### src/rtl/cgra_pkt_dma_ctrl_pkg.sv
// cgra_pkt_dma_ctrl_pkg: widths, FSM state types and container beat/address helpers shared by the packet DMA
package cgra_pkt_dma_ctrl_pkg;
    localparam int ADDR_W = 64;
    localparam int DATA_W = 64;
    localparam int LEN_W = 16;
    localparam int CGRA_PKT_W = 185;
    localparam int PKT_BYTES = 24;
    localparam int BEATS = 3;
    localparam int CONT_W = DATA_W * BEATS;
    typedef enum logic [1:0] {RX_IDLE, RX_RD, RX_SEND, RX_DONE} rx_state_t;
    typedef enum logic [1:0] {TX_IDLE, TX_WAIT, TX_WR, TX_DONE} tx_state_t;
    function automatic logic [DATA_W-1:0] beat_slice(input logic [CONT_W-1:0] c, input logic [1:0] b);
        return c[DATA_W*b +: DATA_W];
    endfunction
    function automatic logic [ADDR_W-1:0] beat_addr(input logic [ADDR_W-1:0] base, input logic [LEN_W-1:0] idx, input logic [1:0] b);
        return base + ADDR_W'(idx) * ADDR_W'(PKT_BYTES) + ADDR_W'({b, 3'b000});
    endfunction
endpackage

### src/rtl/dma_mem_arb.sv
// dma_mem_arb: round-robin beat arbiter (rx read / tx write requesters -> shared mem_req port) with single outstanding-read tracking
module dma_mem_arb
    import cgra_pkt_dma_ctrl_pkg::*;
(
    input  logic              clk,
    input  logic              reset,
    input  logic              rx_req,
    input  logic [ADDR_W-1:0] rx_addr,
    input  logic              tx_req,
    input  logic [ADDR_W-1:0] tx_addr,
    input  logic [DATA_W-1:0] tx_wdata,
    output logic              rx_grant,
    output logic              tx_grant,
    output logic              rx_resp,
    output logic              mem_req_val,
    input  logic              mem_req_rdy,
    output logic              mem_req_we,
    output logic [ADDR_W-1:0] mem_req_addr,
    output logic [DATA_W-1:0] mem_req_wdata,
    input  logic              mem_resp_val
);
    logic rd_out, last_rx, pend, pend_rx, rx_ok, tx_ok, sel_rx;
    assign rx_resp = mem_resp_val & rd_out;
    assign rx_ok = rx_req & (~rd_out | mem_resp_val);
    assign tx_ok = tx_req & ~rd_out;
    assign sel_rx = pend ? pend_rx : rx_ok & (~tx_ok | ~last_rx);
    assign mem_req_val = sel_rx ? rx_ok : tx_ok;
    assign mem_req_we = mem_req_val & ~sel_rx;
    assign mem_req_addr = ~mem_req_val ? '0 : sel_rx ? rx_addr : tx_addr;
    assign mem_req_wdata = mem_req_we ? tx_wdata : '0;
    assign rx_grant = mem_req_val & mem_req_rdy & sel_rx;
    assign tx_grant = mem_req_val & mem_req_rdy & ~sel_rx;
    always_ff @(posedge clk) begin
        if (reset) begin
            rd_out <= 1'b0;
            last_rx <= 1'b0;
            pend <= 1'b0;
            pend_rx <= 1'b0;
        end else begin
            rd_out <= rx_grant | (rd_out & ~mem_resp_val);
            last_rx <= (rx_grant | tx_grant) ? rx_grant : last_rx;
            pend <= mem_req_val & ~mem_req_rdy;
            pend_rx <= sel_rx;
        end
    end
endmodule

### src/rtl/cgra_pkt_dma_ctrl.sv
// cgra_pkt_dma_ctrl: duplex packet DMA (cfg_* start/src/dst/len in, stat_* out, shared mem_req/mem_resp port, send_to_cgra/recv_from_cgra packet ports)
module cgra_pkt_dma_ctrl
    import cgra_pkt_dma_ctrl_pkg::*;
(
    input  logic                  clk,
    input  logic                  reset,
    input  logic [ADDR_W-1:0]     cfg_src_rx,
    input  logic [LEN_W-1:0]      cfg_len_rx,
    input  logic                  cfg_start_rx,
    input  logic [ADDR_W-1:0]     cfg_dst_tx,
    input  logic [LEN_W-1:0]      cfg_len_tx,
    input  logic                  cfg_start_tx,
    output logic                  stat_busy_rx,
    output logic                  stat_busy_tx,
    output logic                  stat_done_rx,
    output logic                  stat_done_tx,
    output logic                  stat_err,
    output logic                  mem_req_val,
    input  logic                  mem_req_rdy,
    output logic                  mem_req_we,
    output logic [ADDR_W-1:0]     mem_req_addr,
    output logic [DATA_W-1:0]     mem_req_wdata,
    input  logic                  mem_resp_val,
    input  logic [DATA_W-1:0]     mem_resp_rdata,
    output logic                  send_to_cgra__val,
    input  logic                  send_to_cgra__rdy,
    output logic [CGRA_PKT_W-1:0] send_to_cgra__msg,
    input  logic                  recv_from_cgra__val,
    output logic                  recv_from_cgra__rdy,
    input  logic [CGRA_PKT_W-1:0] recv_from_cgra__msg
);
    rx_state_t rx_st;
    tx_state_t tx_st;
    logic [ADDR_W-1:0] rx_base, tx_base;
    logic [LEN_W-1:0] rx_len, tx_len, rx_idx, tx_idx;
    logic [1:0] rx_iss, rx_rcv, tx_beat;
    logic [CONT_W-1:0] rx_buf, tx_buf;
    logic rx_grant, tx_grant, rx_resp, rx_go, tx_go, rx_bad, tx_bad, unused_pad;
    assign rx_go = cfg_start_rx & (rx_st == RX_IDLE) & (cfg_src_rx[2:0] == 3'b000);
    assign rx_bad = cfg_start_rx & (rx_st == RX_IDLE) & (cfg_src_rx[2:0] != 3'b000);
    assign tx_go = cfg_start_tx & (tx_st == TX_IDLE) & (cfg_dst_tx[2:0] == 3'b000);
    assign tx_bad = cfg_start_tx & (tx_st == TX_IDLE) & (cfg_dst_tx[2:0] != 3'b000);
    assign send_to_cgra__val = rx_st == RX_SEND;
    assign send_to_cgra__msg = rx_buf[CGRA_PKT_W-1:0];
    assign recv_from_cgra__rdy = tx_st == TX_WAIT;
    assign unused_pad = ^rx_buf[CONT_W-1:CGRA_PKT_W];
    dma_mem_arb u_arb (
        .clk(clk),
        .reset(reset),
        .rx_req((rx_st == RX_RD) & (rx_iss != 2'(BEATS))),
        .rx_addr(beat_addr(rx_base, rx_idx, rx_iss)),
        .tx_req(tx_st == TX_WR),
        .tx_addr(beat_addr(tx_base, tx_idx, tx_beat)),
        .tx_wdata(beat_slice(tx_buf, tx_beat)),
        .rx_grant(rx_grant),
        .tx_grant(tx_grant),
        .rx_resp(rx_resp),
        .mem_req_val(mem_req_val),
        .mem_req_rdy(mem_req_rdy),
        .mem_req_we(mem_req_we),
        .mem_req_addr(mem_req_addr),
        .mem_req_wdata(mem_req_wdata),
        .mem_resp_val(mem_resp_val)
    );
    always_ff @(posedge clk) begin
        if (reset) begin
            rx_st <= RX_IDLE;
            rx_base <= '0;
            rx_len <= '0;
            rx_idx <= '0;
            rx_iss <= '0;
            rx_rcv <= '0;
            rx_buf <= '0;
            stat_busy_rx <= 1'b0;
            stat_done_rx <= 1'b0;
        end else begin
            case (rx_st)
                RX_IDLE: if (rx_go) begin
                    rx_base <= cfg_src_rx;
                    rx_len <= cfg_len_rx;
                    rx_idx <= '0;
                    rx_iss <= '0;
                    rx_rcv <= '0;
                    stat_done_rx <= cfg_len_rx == '0;
                    stat_busy_rx <= cfg_len_rx != '0;
                    rx_st <= (cfg_len_rx == '0) ? RX_IDLE : RX_RD;
                end
                RX_RD: begin
                    if (rx_grant) rx_iss <= rx_iss + 2'd1;
                    if (rx_resp) begin
                        rx_buf[DATA_W*rx_rcv +: DATA_W] <= mem_resp_rdata;
                        rx_rcv <= rx_rcv + 2'd1;
                        if (rx_rcv == 2'(BEATS-1)) rx_st <= RX_SEND;
                    end
                end
                RX_SEND: if (send_to_cgra__rdy) begin
                    rx_idx <= rx_idx + LEN_W'(1);
                    rx_iss <= '0;
                    rx_rcv <= '0;
                    rx_st <= (rx_idx + LEN_W'(1) == rx_len) ? RX_DONE : RX_RD;
                end
                default: begin
                    stat_done_rx <= 1'b1;
                    stat_busy_rx <= 1'b0;
                    rx_st <= RX_IDLE;
                end
            endcase
        end
    end
    always_ff @(posedge clk) begin
        if (reset) begin
            tx_st <= TX_IDLE;
            tx_base <= '0;
            tx_len <= '0;
            tx_idx <= '0;
            tx_beat <= '0;
            tx_buf <= '0;
            stat_busy_tx <= 1'b0;
            stat_done_tx <= 1'b0;
        end else begin
            case (tx_st)
                TX_IDLE: if (tx_go) begin
                    tx_base <= cfg_dst_tx;
                    tx_len <= cfg_len_tx;
                    tx_idx <= '0;
                    stat_done_tx <= cfg_len_tx == '0;
                    stat_busy_tx <= cfg_len_tx != '0;
                    tx_st <= (cfg_len_tx == '0) ? TX_IDLE : TX_WAIT;
                end
                TX_WAIT: if (recv_from_cgra__val) begin
                    tx_buf <= CONT_W'(recv_from_cgra__msg);
                    tx_beat <= '0;
                    tx_st <= TX_WR;
                end
                TX_WR: if (tx_grant) begin
                    tx_beat <= tx_beat + 2'd1;
                    if (tx_beat == 2'(BEATS-1)) begin
                        tx_idx <= tx_idx + LEN_W'(1);
                        tx_st <= (tx_idx + LEN_W'(1) == tx_len) ? TX_DONE : TX_WAIT;
                    end
                end
                default: begin
                    stat_done_tx <= 1'b1;
                    stat_busy_tx <= 1'b0;
                    tx_st <= TX_IDLE;
                end
            endcase
        end
    end
    always_ff @(posedge clk) begin
        if (reset) stat_err <= 1'b0;
        else stat_err <= (rx_bad | tx_bad) ? 1'b1 : (rx_go | tx_go) ? 1'b0 : stat_err;
    end
endmodule

### config.mk
export PLATFORM = sky130hd
export DESIGN_NAME = cgra_pkt_dma_ctrl
export DESIGN_NICKNAME = d
export VERILOG_FILES = /design/src/rtl/cgra_pkt_dma_ctrl_pkg.sv /design/src/rtl/dma_mem_arb.sv /design/src/rtl/cgra_pkt_dma_ctrl.sv
export SDC_FILE = /design/constraint.sdc
export NUM_CORES = 2
export LEC_CHECK = 0
export CAP_MARGIN = 20
export CORE_AREA = 2 2 290 292
export CTS_BUF_LIST = sky130_fd_sc_hd__clkbuf_2
export CTS_CLUSTER_DIAMETER = 150
export DETAILED_ROUTE_END_ITERATION = 12
export DIE_AREA = 0 0 292 294
export DONT_BUFFER_PORTS = 1
export GPL_TIMING_DRIVEN = 0
export PLACE_DENSITY = 0.59
export SLEW_MARGIN = 30
export SYNTH_ARGS = -nofsm -noshare
export SYNTH_HDL_FRONTEND = slang
export SYNTH_SLANG_ARGS = --single-unit
### constraint.sdc
create_clock -name clk -period 6.66 [get_ports clk]
set_input_delay 1.332 -clock clk [delete_from_list [all_inputs] [get_ports clk]]
set_output_delay 1.332 -clock clk [all_outputs]
set_load 0.01 [all_outputs]
Word level (Yosys, flattened, before mapping)
Index checks and enable logic that the tools add are counted.
Word-level totals
  bits in registers: 588
  bits in latches: 0
  memory bits (writable): 0
  bits in read-only memories: 0
  input bits: 417
  output and inout bits: 322
  word-level logic and storage cells: 162
  memories: 0
Cells by class
  add/subtract/negate cells: 10
  multipliers: 2
  divide/modulo/power cells: 0
  magnitude comparators: 0
  equal/unequal tests: 18
  shifts and indexed selects: 3
  mux-type cells: 46
  bitwise gates (word level): 31
  reductions and logical operators: 30
Operators by type and width (count)
  $bwmux 192: 1
  $mux 64: 3
  $shift 64x34->192 const A: 1
  $shiftx 192x9->64: 1
  $shiftx 64x34->192: 1
  $add 64x21->64: 2
  $add 64x5->64: 2
  $mux 16: 5
  $pmux 16 s2: 2
  $mul 16x2->18 const B: 2
  $neg 8->34: 1
  $add 16x1->16 const B: 2
  $eq 16x16->1: 2
  $logic_not 16->1: 2
  $mux 2: 16
  $reduce_bool 16->1: 2
  $pmux 2 s3: 4
  $reduce_and 4->1: 5
  $and 1x1->1: 17
  $ne 2x2->1 const B: 7
  $reduce_and 2->1: 6
  $mux 1: 10
  $reduce_bool 3->1: 3
  $eq 2x2->1 const B: 4
  other kinds (12): 39

Longest topological paths before layout
  depth in word-level cells: 11
  depth in mapped cells: 23
  mapped depth without buffers: 21

Modules after synthesis
A second synthesis with hierarchy kept.
Second synthesis, totals
  cells, all modules: 3774
  area, all modules: 29558.3 um^2
Modules (own cells, without submodules)
  cgra_pkt_dma_ctrl: times used 1, cells an instance 3452, area each 27363.7 um^2
  dma_mem_arb: times used 1, cells an instance 322, area each 2194.6 um^2

Least setup slack after synthesis
No wires, ideal clock.
  path kind: reg-to-output
  from: reg rx_idx[0]
  to: out mem_req_addr[51]
  arrival time: 4.879 ns
  data required time: 5.328 ns
  setup slack: 0.449 ns
  cell stages (with the launch flop): 24
  cell sequence: dfxtp_1 > ha_1 > inv_1 > fa_1 > nor2b_1 > o21ai_0 > a21boi_0 > o41ai_1 > o211ai_1 > a31oi_1 > o21bai_1 > xnor2_1 > ha_1 > ha_1 > buf_2 > nand4_1 > a211o_1 > or3_1 > a31oi_2 > o2111a_2 > buf_4 > nand4_1 > xor2_1 > o22ai_1
On the way
  cells in the longest elaborated chain, start to end: 5
Ends and longest elaborated chain
  from (decl): RTL line cgra_pkt_dma_ctrl.sv:35  | logic [LEN_W-1:0] rx_len, tx_len, rx_idx, tx_idx;
  from (signal assigned): RTL line cgra_pkt_dma_ctrl.sv:97  | rx_idx <= rx_idx + LEN_W'(1);
  $mul 16x2->18: RTL line cgra_pkt_dma_ctrl_pkg.sv:16  | return base + ADDR_W'(idx) * ADDR_W'(PKT_BYTES) + ADDR_W'({b, 3'b000});
  $add 64x21->64: RTL line cgra_pkt_dma_ctrl_pkg.sv:16
  $add 64x5->64: RTL line cgra_pkt_dma_ctrl_pkg.sv:16
  $mux 64 (2 in a row): RTL line dma_mem_arb.sv:29  | assign mem_req_addr = ~mem_req_val ? '0 : sel_rx ? rx_addr : tx_addr;
  to (decl): RTL line cgra_pkt_dma_ctrl.sv:21  | output logic [ADDR_W-1:0] mem_req_addr,
Every way passes these cells.

Worst setup path after layout
  from: reg rx_idx[0]
  to: out mem_req_addr[41]
The elaborated chain is that of the path after synthesis.

==> results.tsv <==
stage	metric	value	unit
setup_path	worstPathRequired	5.33	ns
final_layout	nets	5097	
setup_path	start_kind	flip-flop	
routing	dr.first_iter.drc_count	2146	
timing	hold_violations	0	
timing	worst_slack	-0.9887	ns
grt	grt_pass1_vias	30330	
grt	grt_pass1_wl	188700	um
floorplan	rows	106	
synthesis	syn_area_per_cell	7.526	um2
setup_path	worst-setup-path-type	flip-flop to output pin	
cts	cts.sinks	581	
run_status	status	finished with violations	
cts	clk_latency	1.47	ns
place	dp_hpwl	97950	um
timing	holdWs	0.1811	ns
synthesis	synth-edff-count	0	
cts	numCtsBuffers	164	
synthesis	synth_nets	4425	
timing	setup_viol	48	
place	port_buffers	0	
worst_hold_path	hp-start	mem_req_rdy	
synthesis	postSynth.asyncResetShare	0	%
timing	finalClockSkew	0.09451	ns
cts	htree_levels	4	
power_and_ir_drop	power.total	8847	uW
timing	max_freq	130.7	MHz
power_and_ir_drop	ir_drop	0.1515	mV
routing	vias	31550	
synthesis	yosysWarnings	0	
grt	grt_util_all_layers	28.94	%
run_status	violations	setup timing	
timing	rsz0062_at_grt	yes	
floorplan	initial_utilization	35.30	%
power_and_ir_drop	p_leak	0.01368	uW
cts	cts_tree	built	
cts	clockBufferDepth	3	
worst_hold_path	hold_class	primary input to flip-flop	
floorplan	dieArea	85850	um2
timing	fin_crit	7.649	ns
setup_path	cp-end-kind	output pin	
timing	slew_violations	0	
cts	clockRootBuffer	clkbuf_2	
routing	wl_per_cell	22.63	um
routing	vias_per_cell	5.475	
grt	antenna_found_initial	26	
synthesis	yosysSeqAreaShare	39.75	%
final_layout	area_delta_synth_final	33.66	%
floorplan	die_x	292	um
synthesis	netlist_area	29260	um2
setup_path	cp_data_arrival_time	6.32	ns
place	place.gp.congestion	0.9607	
synthesis	postSynthCellCount	3888	
grt	grt_overflow	0	
synthesis	synth_cell_type_count	84	
timing	worst_pin_slew	1.266	ns
routing	ant_nets	0	
floorplan	core	82890	um2
final_layout	final_core_util	47.18	%
setup_path	startpoint	rx_idx[0]	
floorplan	die_y	294	um
floorplan	io_pins	739	
final_layout	drive_gt1_share	14.26	%
routing	drc_errors	0	
setup_path	crit-reg2reg-launch	rx_st[1]	
timing	period_share	114.8	%
synthesis	synthFlopType	dfxtp_1	
synthesis	ys_seq_elements	581	
cts	cts.clk_slew.worst_paths	0.10	ns
run	maxCapViolCount	0	
setup_path	cp_max_fo	3	
timing	max_slew_margin	15.62	%
power_and_ir_drop	powerDensity	226.2	nW/um2
routing	drt_pass1_iterations	8	
routing	drt_wl_total	130400	um
grt	grt_start_max_net_pins	17	
-- where the power goes --
part           switching (uW)  total [uW]  internal [uW]
Clock                    1630        2680           1050
Combinational            1650        2350            696
Sequential                159        3820           3660
-- critical path: stages, from the launching register on --
cell and delay, ns:
dfxtp_4 0.37, ha_4 0.15, inv_4 0.04, fa_2 0.36, nor2b_2 0.13, o21ai_2 0.08, a21boi_2 0.25, o41ai_4 0.12
o211ai_1 0.25, a31oi_1 0.14, o21bai_2 0.21, xnor2_2 0.14, ha_1 0.27, ha_4 0.28, nand4_1 0.12, a211o_1 0.30
or3_4 0.42, a31oi_4 0.19, o2111a_2 0.31, xor2_4 0.21, o32ai_2 0.11, a311oi_2 0.50
-- cell families after synthesis --
family / count (synthesis) / share of synthesized area [%]
compound gates: 939 / 17.98
xor+xnor: 177 / 5.298
fa+ha+maj: 120 / 5.336
buf+inv: 345 / 4.656
flops: 581 / 39.75
mux: 71 / 2.437
simple gates: 1655 / 24.54
-- routing by layer --
layer / global-route usage (%) / vias to the layer above / routed length (um)
met5: 0 / - / 138
met4: 15.05 / 20 / 6515
met3: 9.079 / 355 / 11190
met2: 48.68 / 1450 / 62010
met1: 32.91 / 14950 / 50530
li1: - / 14770 / -
-- flip-flops by register name (all words and copies together), names as in the netlist, 16 cells and up --
name,cells
rx_buf,185
rx_base,64
rx_idx,16
tx_buf,185
tx_base,64
tx_len,16
rx_len,16
tx_idx,16
-- synthesized netlist by cell type, types with 4 or more instances --
library cell,count,area [um2]
a311oi_1,4,35.03
nor4_1,25,156.4
o21ai_0,65,325.3
o31ai_1,10,75.07
buf_1,17,63.81
nor3_1,52,260.3
or3_1,12,75.07
o22ai_1,32,200.2
o21a_1,16,120.1
a21oi_1,629,3148
a211oi_1,27,202.7
and3_1,22,137.6
nor2b_1,11,68.82
nand4b_1,4,35.03
nor4_2,7,87.58
nor3b_1,9,67.56
mux2i_1,69,690.7
or2_2,6,37.54
a31oi_1,66,412.9
nor2_1,219,822.0
and4_1,7,61.31
clkbuf_1,245,919.6
nand2b_1,7,43.79
o21bai_1,8,60.06
nand4_1,28,175.2
a22oi_1,9,67.56
ha_1,112,1401
inv_1,66,247.7
xnor2_1,117,1025
nand3_1,221,1106
clkbuf_8,4,55.05
o211ai_1,5,37.54
fa_1,8,160.2
xor2_1,60,525.5
a21o_1,25,187.7
dfxtp_1,581,11630
buf_2,7,35.03
and2_1,19,118.9
nand2_1,981,3682
-- cell type report --
type	count	area, um2
Fill cell	8300	43780
Buffer	274	1176
Clock buffer	223	1116
Timing Repair Buffer	510	4971
Tap cell	1080	1351
Antenna cell	24	60.06
Inverter	66	252.7
Multi-Input combinational cell	2963	18230
Clock inverter	41	287.8
Sequential cell	581	11660
-- worst paths after layout --
path,end,slack (ns),cells after the start
worst max register to register,rx_idx[6],2.65,11
worst max-delay path,mem_req_addr[41],-0.99,21
worst min register to register,tx_buf[55],0.46,2
worst min-delay path,u_arb.last_rx,0.18,3
-- placed cells by master (no fill, tap or decap), types with 35 or more instances in the layout --
cell type      netlist  routed
xor2_1              60      44
dlygate4sd3_1        0     406
clkbuf_2             3     236
nand2_1            981     975
inv_1               66      62
clkbuf_1           245     227
a31oi_1             66      64
ha_1               112      87
mux2i_1             69      68
nand3_1            221     218
dfxtp_1            581     569
nor3_1              52      39
nor2_1             219     202
xnor2_1            117      90
buf_4                1      69
a21oi_1            629     603
buf_6                1      35
o21ai_0             65      49
-- per-stage QoR --
step	setup WS [ns]	setup TNS, ns	cells	cell area [um2]
floorplan	0.4495	0	3888	29260
global placement	-0.7335	-12.54	4968	30610
detailed placement	-0.8411	-15.13	4971	30650
CTS	-1.222	-40.86	5710	38380
global route	-1.405	-51.21	5759	39100
finish	-0.9887	-32.43	5762	39110
-- repair_timing --
item / 4_1_cts / 5_1_grt
hold buffers: 406 / 0
endpoints found under the setup margin: 62 / 56
gates cloned: 3 / 0
setup buffers: 72 / 32
pin swaps: 126 / 105
hold endpoints to repair: 528 / 0
resized for setup: 333 / 87
No activity file was read; power rests on OpenSTA's default activity.
